[config.mk]
export PLATFORM = sky130hd
export DESIGN_NAME = ssds_scan_driver_flat
export DESIGN_NICKNAME = d
export VERILOG_FILES = /design/src/rtl/ssds_pkg.sv /design/src/rtl/ssds_scan_driver_if.sv /design/src/rtl/ssds_scan_prescaler.sv /design/src/rtl/ssds_scan_driver.sv /design/src/flat_wrapper.sv
export SDC_FILE = /design/constraint.sdc
export NUM_CORES = 1
export LEC_CHECK = 0
export CORE_ASPECT_RATIO = 2
export CORE_MARGIN = 2
export CORE_UTILIZATION = 28
export DETAILED_ROUTE_END_ITERATION = 6
export GPL_TIMING_DRIVEN = 0
export HOLD_SLACK_MARGIN = 0.08
export PLACE_DENSITY = 0.47
export SYNTH_ARGS = -nofsm -noshare
export SYNTH_HDL_FRONTEND = slang
export SYNTH_SLANG_ARGS = --single-unit
export TNS_END_PERCENT = 20
[constraint.sdc]
create_clock -name clk -period 2.1 [get_ports clk]
set_input_delay 0.525 -clock clk [delete_from_list [all_inputs] [get_ports clk]]
set_output_delay 0.525 -clock clk [all_outputs]
set_load 0.02 [all_outputs]
[src/rtl/ssds_pkg.sv]
// Shared types and constants for the seven-segment scan driver.
// Segment patterns are bit0=a .. bit6=g, with 1 meaning lit, before any pin polarity is applied.
package ssds_pkg;

  typedef enum logic {
    SCAN_BLANK,
    SCAN_SHOW
  } scan_state_e;

  localparam int NUM_DIGITS = 4;

  localparam int SEG_A = 0;
  localparam int SEG_B = 1;
  localparam int SEG_C = 2;
  localparam int SEG_D = 3;
  localparam int SEG_E = 4;
  localparam int SEG_F = 5;
  localparam int SEG_G = 6;
  localparam int SEG_W = SEG_G - SEG_A + 1;

  function automatic logic [NUM_DIGITS-1:0] digit_onehot(input logic [1:0] idx);
    logic [NUM_DIGITS-1:0] v;
    v      = '0;
    v[idx] = 1'b1;
    return v;
  endfunction

endpackage

[src/rtl/ssds_scan_driver_if.sv]
// Connection between the bus-interface stage (master) and the scan driver (slave).
// The slave side carries the board-pin outputs back out.
interface ssds_scan_driver_if;
  import ssds_pkg::*;

  logic                  en;
  logic [SEG_W-1:0]      digit_0;
  logic [SEG_W-1:0]      digit_1;
  logic [SEG_W-1:0]      digit_2;
  logic [SEG_W-1:0]      digit_3;
  logic [NUM_DIGITS-1:0] dots;
  logic [SEG_W-1:0]      seg_out;
  logic                  dp_out;
  logic [NUM_DIGITS-1:0] digit_sel;

  modport master (
    output en, digit_0, digit_1, digit_2, digit_3, dots,
    input  seg_out, dp_out, digit_sel
  );

  modport slave (
    input  en, digit_0, digit_1, digit_2, digit_3, dots,
    output seg_out, dp_out, digit_sel
  );

endinterface

[src/rtl/ssds_scan_prescaler.sv]
// Slot counter for the scan driver: counts 0..DIV-1, restarts at 0 on the first enabled cycle,
// and reports (for the upcoming cycle) whether a slot begins and whether it lies in the blank window.
module ssds_scan_prescaler #(
  parameter int DIV          = 50_000,
  parameter int BLANK_CYCLES = 64
) (
  input  logic clk,
  input  logic rst,
  input  logic en_i,
  output logic slot_start_o,
  output logic slot_wrap_o,
  output logic in_blank_o
);

  localparam int CNT_W = (DIV > 1) ? $clog2(DIV) : 1;
  localparam logic [CNT_W-1:0] CNT_LAST  = CNT_W'(DIV - 1);
  localparam logic [CNT_W-1:0] CNT_BLANK = CNT_W'(BLANK_CYCLES);

  logic [CNT_W-1:0] cnt_q, cnt_d;
  // run_q low means the previous cycle was disabled or in reset, so this edge opens slot 0.
  logic             run_q, run_d;

  // NOTE: every output of an always_comb gets a default first so no path leaves it unassigned (no latch).
  always_comb begin
    cnt_d        = '0;
    run_d        = en_i;
    slot_start_o = 1'b0;
    slot_wrap_o  = 1'b0;
    if (en_i) begin
      if (!run_q) begin
        slot_start_o = 1'b1;
      end else if (cnt_q == CNT_LAST) begin
        slot_start_o = 1'b1;
        slot_wrap_o  = 1'b1;
      end else begin
        cnt_d = cnt_q + CNT_W'(1);
      end
    end
    in_blank_o = (cnt_d < CNT_BLANK);
  end

  // NOTE: state registers use non-blocking assignments so every flop samples pre-edge values.
  always_ff @(posedge clk or negedge rst) begin
    if (!rst) begin
      cnt_q <= '0;
      run_q <= 1'b0;
    end else begin
      cnt_q <= cnt_d;
      run_q <= run_d;
    end
  end

endmodule

[src/rtl/ssds_scan_driver.sv]
// Time-multiplexes four seven-segment digits onto one shared segment/dot bus with one-hot selects,
// blanking all selects at the start of every slot so segment changes never ghost onto a lit digit.
module ssds_scan_driver
  import ssds_pkg::*;
#(
  parameter int CLK_FREQ_HZ    = 50_000_000,
  parameter int SCAN_RATE_HZ   = 1000,
  parameter int BLANK_CYCLES   = 64,
  parameter int SEG_ACTIVE_LOW = 1,
  parameter int SEL_ACTIVE_LOW = 1
) (
  input logic               clk,
  input logic               rst,
  ssds_scan_driver_if.slave bus
);

  localparam int DIV = CLK_FREQ_HZ / SCAN_RATE_HZ;

  if (DIV < 2 || BLANK_CYCLES >= DIV) begin : g_bad_params
    $error("ssds_scan_driver: slot length must be >= 2 and longer than BLANK_CYCLES");
  end

  localparam logic SEG_INV = (SEG_ACTIVE_LOW != 0);
  localparam logic SEL_INV = (SEL_ACTIVE_LOW != 0);
  localparam logic [SEG_W-1:0]      SEG_OFF = {SEG_W{SEG_INV}};
  localparam logic                  DP_OFF  = SEG_INV;
  localparam logic [NUM_DIGITS-1:0] SEL_OFF = {NUM_DIGITS{SEL_INV}};

  logic slot_start, slot_wrap, blank_next;

  ssds_scan_prescaler #(
    .DIV          (DIV),
    .BLANK_CYCLES (BLANK_CYCLES)
  ) u_prescaler (
    .clk          (clk),
    .rst          (rst),
    .en_i         (bus.en),
    .slot_start_o (slot_start),
    .slot_wrap_o  (slot_wrap),
    .in_blank_o   (blank_next)
  );

  logic [1:0]            idx_q, idx_d;
  scan_state_e           state_q, state_d;
  logic [SEG_W-1:0]      snap_seg_q, snap_seg_d;
  logic                  snap_dp_q, snap_dp_d;
  logic [SEG_W-1:0]      seg_q, seg_d;
  logic                  dp_q, dp_d;
  logic [NUM_DIGITS-1:0] sel_q, sel_d;
  logic [SEG_W-1:0]      digit_mux;

  always_comb begin
    idx_d = idx_q;
    if (!bus.en) begin
      idx_d = '0;
    end else if (slot_wrap) begin
      idx_d = idx_q + 2'd1;
    end
  end

  always_comb begin
    digit_mux = bus.digit_0;
    case (idx_d)
      2'd0: digit_mux = bus.digit_0;
      2'd1: digit_mux = bus.digit_1;
      2'd2: digit_mux = bus.digit_2;
      2'd3: digit_mux = bus.digit_3;
      default: digit_mux = bus.digit_0;
    endcase
  end

  // The snapshot is loaded only at slot start, so mid-slot input changes cannot tear the display.
  always_comb begin
    snap_seg_d = snap_seg_q;
    snap_dp_d  = snap_dp_q;
    if (slot_start) begin
      snap_seg_d = digit_mux;
      snap_dp_d  = bus.dots[idx_d];
    end
  end

  always_comb begin
    state_d = SCAN_BLANK;
    if (bus.en && !blank_next) begin
      state_d = SCAN_SHOW;
    end
  end

  // Outputs are computed from next-state values so the pins line up with cnt/idx after each edge.
  always_comb begin
    seg_d = SEG_OFF;
    dp_d  = DP_OFF;
    sel_d = SEL_OFF;
    if (state_d == SCAN_SHOW) begin
      seg_d = snap_seg_d ^ {SEG_W{SEG_INV}};
      dp_d  = snap_dp_d ^ SEG_INV;
      sel_d = digit_onehot(idx_d) ^ {NUM_DIGITS{SEL_INV}};
    end
  end

  always_ff @(posedge clk or negedge rst) begin
    if (!rst) begin
      idx_q   <= '0;
      state_q <= SCAN_BLANK;
    end else begin
      idx_q   <= idx_d;
      state_q <= state_d;
    end
  end

  // NOTE: the snapshot is reset too, so the first slot after reset can never show stale X data.
  always_ff @(posedge clk or negedge rst) begin
    if (!rst) begin
      snap_seg_q <= '0;
      snap_dp_q  <= 1'b0;
    end else begin
      snap_seg_q <= snap_seg_d;
      snap_dp_q  <= snap_dp_d;
    end
  end

  always_ff @(posedge clk or negedge rst) begin
    if (!rst) begin
      seg_q <= SEG_OFF;
      dp_q  <= DP_OFF;
      sel_q <= SEL_OFF;
    end else begin
      seg_q <= seg_d;
      dp_q  <= dp_d;
      sel_q <= sel_d;
    end
  end

  assign bus.seg_out   = seg_q;
  assign bus.dp_out    = dp_q;
  assign bus.digit_sel = sel_q;

endmodule

[src/flat_wrapper.sv]
// flat-port wrapper written by rule: the top's interface ports become plain ports
module ssds_scan_driver_flat import ssds_pkg::*;
#(
  parameter int CLK_FREQ_HZ    = 50_000_000,
  parameter int SCAN_RATE_HZ   = 1000,
  parameter int BLANK_CYCLES   = 64,
  parameter int SEG_ACTIVE_LOW = 1,
  parameter int SEL_ACTIVE_LOW = 1
)
  (clk, rst, bus_en, bus_digit_0, bus_digit_1, bus_digit_2, bus_digit_3, bus_dots, bus_seg_out, bus_dp_out, bus_digit_sel);
  ssds_scan_driver_if bus_i ();
  input logic clk;
  input logic rst;
  input wire logic [$bits(bus_i.en)-1:0] bus_en;
  input wire logic [$bits(bus_i.digit_0)-1:0] bus_digit_0;
  input wire logic [$bits(bus_i.digit_1)-1:0] bus_digit_1;
  input wire logic [$bits(bus_i.digit_2)-1:0] bus_digit_2;
  input wire logic [$bits(bus_i.digit_3)-1:0] bus_digit_3;
  input wire logic [$bits(bus_i.dots)-1:0] bus_dots;
  output wire logic [$bits(bus_i.seg_out)-1:0] bus_seg_out;
  output wire logic [$bits(bus_i.dp_out)-1:0] bus_dp_out;
  output wire logic [$bits(bus_i.digit_sel)-1:0] bus_digit_sel;
  assign bus_i.en = bus_en;
  assign bus_i.digit_0 = bus_digit_0;
  assign bus_i.digit_1 = bus_digit_1;
  assign bus_i.digit_2 = bus_digit_2;
  assign bus_i.digit_3 = bus_digit_3;
  assign bus_i.dots = bus_dots;
  assign bus_seg_out = bus_i.seg_out;
  assign bus_dp_out = bus_i.dp_out;
  assign bus_digit_sel = bus_i.digit_sel;
  ssds_scan_driver #(.CLK_FREQ_HZ(CLK_FREQ_HZ), .SCAN_RATE_HZ(SCAN_RATE_HZ), .BLANK_CYCLES(BLANK_CYCLES), .SEG_ACTIVE_LOW(SEG_ACTIVE_LOW), .SEL_ACTIVE_LOW(SEL_ACTIVE_LOW)) u_core (.clk(clk), .rst(rst), .bus(bus_i));
endmodule
==> qor.yml <==
drt-vias-per-instance: 4.89
finalMaxSlewViolations: 0
antenna_cells: 0
drc: 0
wl_per_cell_microns: 15.7
p_sw_share_pct: 22.0
initial_utilization_pct: 28.9
cp.required_ps: 2310
pwr-share-clk_pct: 43.7
hold_class: "input port to asynchronous set/reset pin"
regToRegStartpoint: "u_core.u_prescaler.cnt_q[1]$_DFF_PN0_"
dr.pass1.iters: 4
outcome: "finished clean"
core_sq_um: 7320
crit_slowest_cell: "dfrtp_1"
rr_worst_depth: 8
clock-sinks: 39
multiInputGateArea_sq_um: 1160
fin_util_pct: 40.7
power_density_nw_per_um2: 567
path_delay_family: "simple AND/OR/NAND/NOR gates"
syn_area_sq_um: 2120
p_comb_share_pct: 9.9
cp.arrival_ps: 2220
overflow: 0
ys_ff_latch: 39
nets: 293
seq_power_share_pct: 46.4
synth_cell_types: 43
grt_pass1_wl_microns: 9110
grt_max_degree: 21
timing.rr.end: "u_core.bus.digit_sel[3]$_DFF_PN1_"
hpwlAfterDp_microns: 4330
gp_congestion: 0.845
peakVddDrop_v: 0.000313
async_flop_share_pct: 100
setup_viol: 0
postLayoutCellArea_sq_um: 2980
clk_pin_slew_ps: 60
seq_area_frac_synth_pct: 46.8
synth_edf_count: 0
cts_tree: "yes"
path_buf_inv: 1
vias: 1712
areaGrowthSynthToFinish_pct: 40.6
track_usage_pct: 14.6
path_cells: "ha_4 -> nand3_2 -> nor2_4 -> and3_1 -> a32o_1 -> o2111ai_2 -> buf_6 -> nand4_1"
syn_area_per_cell_sq_um: 10.5
grt_pass1_vias: 1801
cts_buffers: 5
path_class: "register to register"
placed_cell_area_sq_um: 2720
cts_root_buf: "clkbuf_16"
drt_iter0_markers: 54
worst_slew_pin_slew_ps: 598
cts-htree-levels: 2
die_height_microns: 127
fin_crit_ps: 2010
cellLeakagePower_nw: 1.18
cp_max_fo: 10
synthCells: 201
rrSetupSlack_ps: 90
synth_warnings: 0
rsz0062_at_grt: "true"
antenna_found_initial: 0
skew_ps: 4.17
clk_latency_ps: 280
internal_power_mw: 1.32
slew_headroom_pct: 60.2
row_count: 44
postRouteAntennaNets: 0
p_sw_uw: 372
wirelength_microns: 5490
period_share_pct: 95.7
synth_nets: 237
dieArea_sq_um: 8310
hold_viol: 0
regArea_sq_um: 993
cts_max_path_buffers: 2
maxCapViolCount: 0
fmax_mhz: 497
io_buffers: 46
worstSetupStartpointType: "register"
drive_above_1_share_pct: 23.3
hold_buffers: 0
dieWidth_microns: 65.5
io_pins: 47
synthFlopType: "dfrtp_1"
nFillCells: 728
crit_path_end_kind: "register"
cpPeakStageDelay_ps: 420
==> kinds of logic (layout without fill, tap and decap cells) <==
family,Yosys count,after routing,share of synthesized area [%]
buffers and inverters,12,69,3.13
AND/OR/NAND/NOR,98,98,27.9
flip-flops,39,39,46.8
adder cells (fa/ha/maj),1,1,0.591
XOR/XNOR,16,16,6.62
multiplexers,12,12,6.15
AO/OA/AOI/OAI,23,23,8.81
==> per-stage QoR <==
step	total power [mW]	setup WS, ps	instances	hold slack, ps	TNS (ps)
floorplan	0.859	294	201	229	0
global placement	0.956	-568	339	443	-20780
detailed placement	0.961	-313	340	442	-3920
CTS	1.71	-9.16	348	218	-14.1
global route	1.78	-18.2	350	241	-110
finish	1.69	89.8	350	202	0
==> registers in the layout (all words and copies together), names as in the netlist <==
name                      cells
u_core.bus.seg_out            7
u_core.u_prescaler.cnt_q     16
u_core.u_prescaler.run_q      1
u_core.snap_dp_q              1
u_core.idx_q                  2
u_core.bus.digit_sel          4
u_core.bus.dp_out             1
u_core.snap_seg_q             7
==> layout make-up <==
| cell class | count | share of cell area (%) |
|---|---|---|
| clock buffer | 7 | 4.46 |
| sequential | 39 | 33.4 |
| clock inverter | 1 | 0.168 |
| inverter | 1 | 0.126 |
| tap | 92 | 3.87 |
| multi-input combinational | 150 | 38.9 |
| buffer | 10 | 2.14 |
| timing repair buffer | 50 | 17.0 |
==> Yosys cell counts (2+ instances only) <==
| cell | n | area, sq um |
|---|---|---|
| nor2_1 | 26 | 97.6 |
| and3_1 | 7 | 43.8 |
| mux2_2 | 8 | 90.1 |
| o221ai_1 | 7 | 61.3 |
| o31ai_1 | 2 | 15.0 |
| nand2_1 | 10 | 37.5 |
| and4_1 | 2 | 17.5 |
| clkbuf_1 | 4 | 15.0 |
| nand3_2 | 2 | 20.0 |
| o21bai_1 | 7 | 52.6 |
| xnor2_1 | 7 | 61.3 |
| nor4_1 | 2 | 12.5 |
| and2_1 | 10 | 62.6 |
| mux2i_1 | 4 | 40.0 |
| nor2b_1 | 2 | 12.5 |
| nand4_1 | 15 | 93.8 |
| nand2b_1 | 3 | 18.8 |
| xor2_1 | 9 | 78.8 |
| dfstp_2 | 12 | 315 |
| nand3_1 | 7 | 35.0 |
| buf_2 | 5 | 25.0 |
| o21ai_0 | 2 | 10.0 |
| buf_6 | 2 | 22.5 |
| dfrtp_1 | 27 | 676 |
==> power by group through the flow <==
stage               registers [mW]  clock network [mW]  logic (mW)
global placement             0.795                   0       0.160
finish                       0.784               0.738       0.167
CTS                          0.783               0.756       0.168
global route                 0.786               0.804       0.189
floorplan                    0.794                   0      0.0651
detailed placement           0.795                   0       0.165
==> how the worst max path moves through the flow <==
stage	startpoint	to	slack (ps)	depth (start not counted)
after global routing	u_core.u_prescaler.cnt_q[1]$_DFF_PN0_	u_core.bus.seg_out[1]$_DFF_PN1_	-20	8
after CTS	u_core.u_prescaler.cnt_q[0]$_DFF_PN0_	u_core.bus.dp_out$_DFF_PN1_	-9	8
after detailed placement	u_core.u_prescaler.cnt_q[4]$_DFF_PN0_	u_core.snap_seg_q[5]$_DFF_PN0_	-310	5
after floorplan	u_core.u_prescaler.cnt_q[0]$_DFF_PN0_	u_core.bus.digit_sel[3]$_DFF_PN1_	290	8
after global placement	rst	u_core.snap_seg_q[1]$_DFF_PN0_	-570	1
final	u_core.u_prescaler.cnt_q[1]$_DFF_PN0_	u_core.bus.digit_sel[3]$_DFF_PN1_	90	8
==> cells in the final DEF, fill, tap and decap left out, drive strengths merged, types with 2 or more instances in the layout <==
| cell type | count |
|---|---|
| o31ai | 2 |
| xnor2 | 7 |
| nor4 | 2 |
| o21ai | 3 |
| nor4b | 2 |
| and3 | 7 |
| nor2 | 27 |
| buf | 11 |
| nand4 | 16 |
| o21bai | 7 |
| and4 | 2 |
| xor2 | 9 |
| and2 | 10 |
| dfstp | 12 |
| clkdlybuf4s50 | 45 |
| nor2b | 2 |
| nand3 | 9 |
| mux2 | 8 |
| mux2i | 4 |
| clkbuf | 11 |
| nand2 | 10 |
| dfrtp | 27 |
| nand2b | 4 |
| o221ai | 7 |
==> layer usage <==
| layer | track usage [%] | routed length, microns | vias to the layer above |
|---|---|---|---|
| met5 | 0 | 0 | - |
| met4 | 7.48 | 150 | 0 |
| met3 | 2.46 | 196 | 10 |
| met2 | 28.4 | 3290 | 55 |
| met1 | 13.8 | 1850 | 810 |
| li1 | - | - | 837 |
==> what timing repair did <==
action	4_1_cts	5_1_grt
pin swaps	0	5
endpoints found under the setup margin	23	30
setup buffers	0	3
resized for setup	9	11
(Power assumes the default switching activity.)
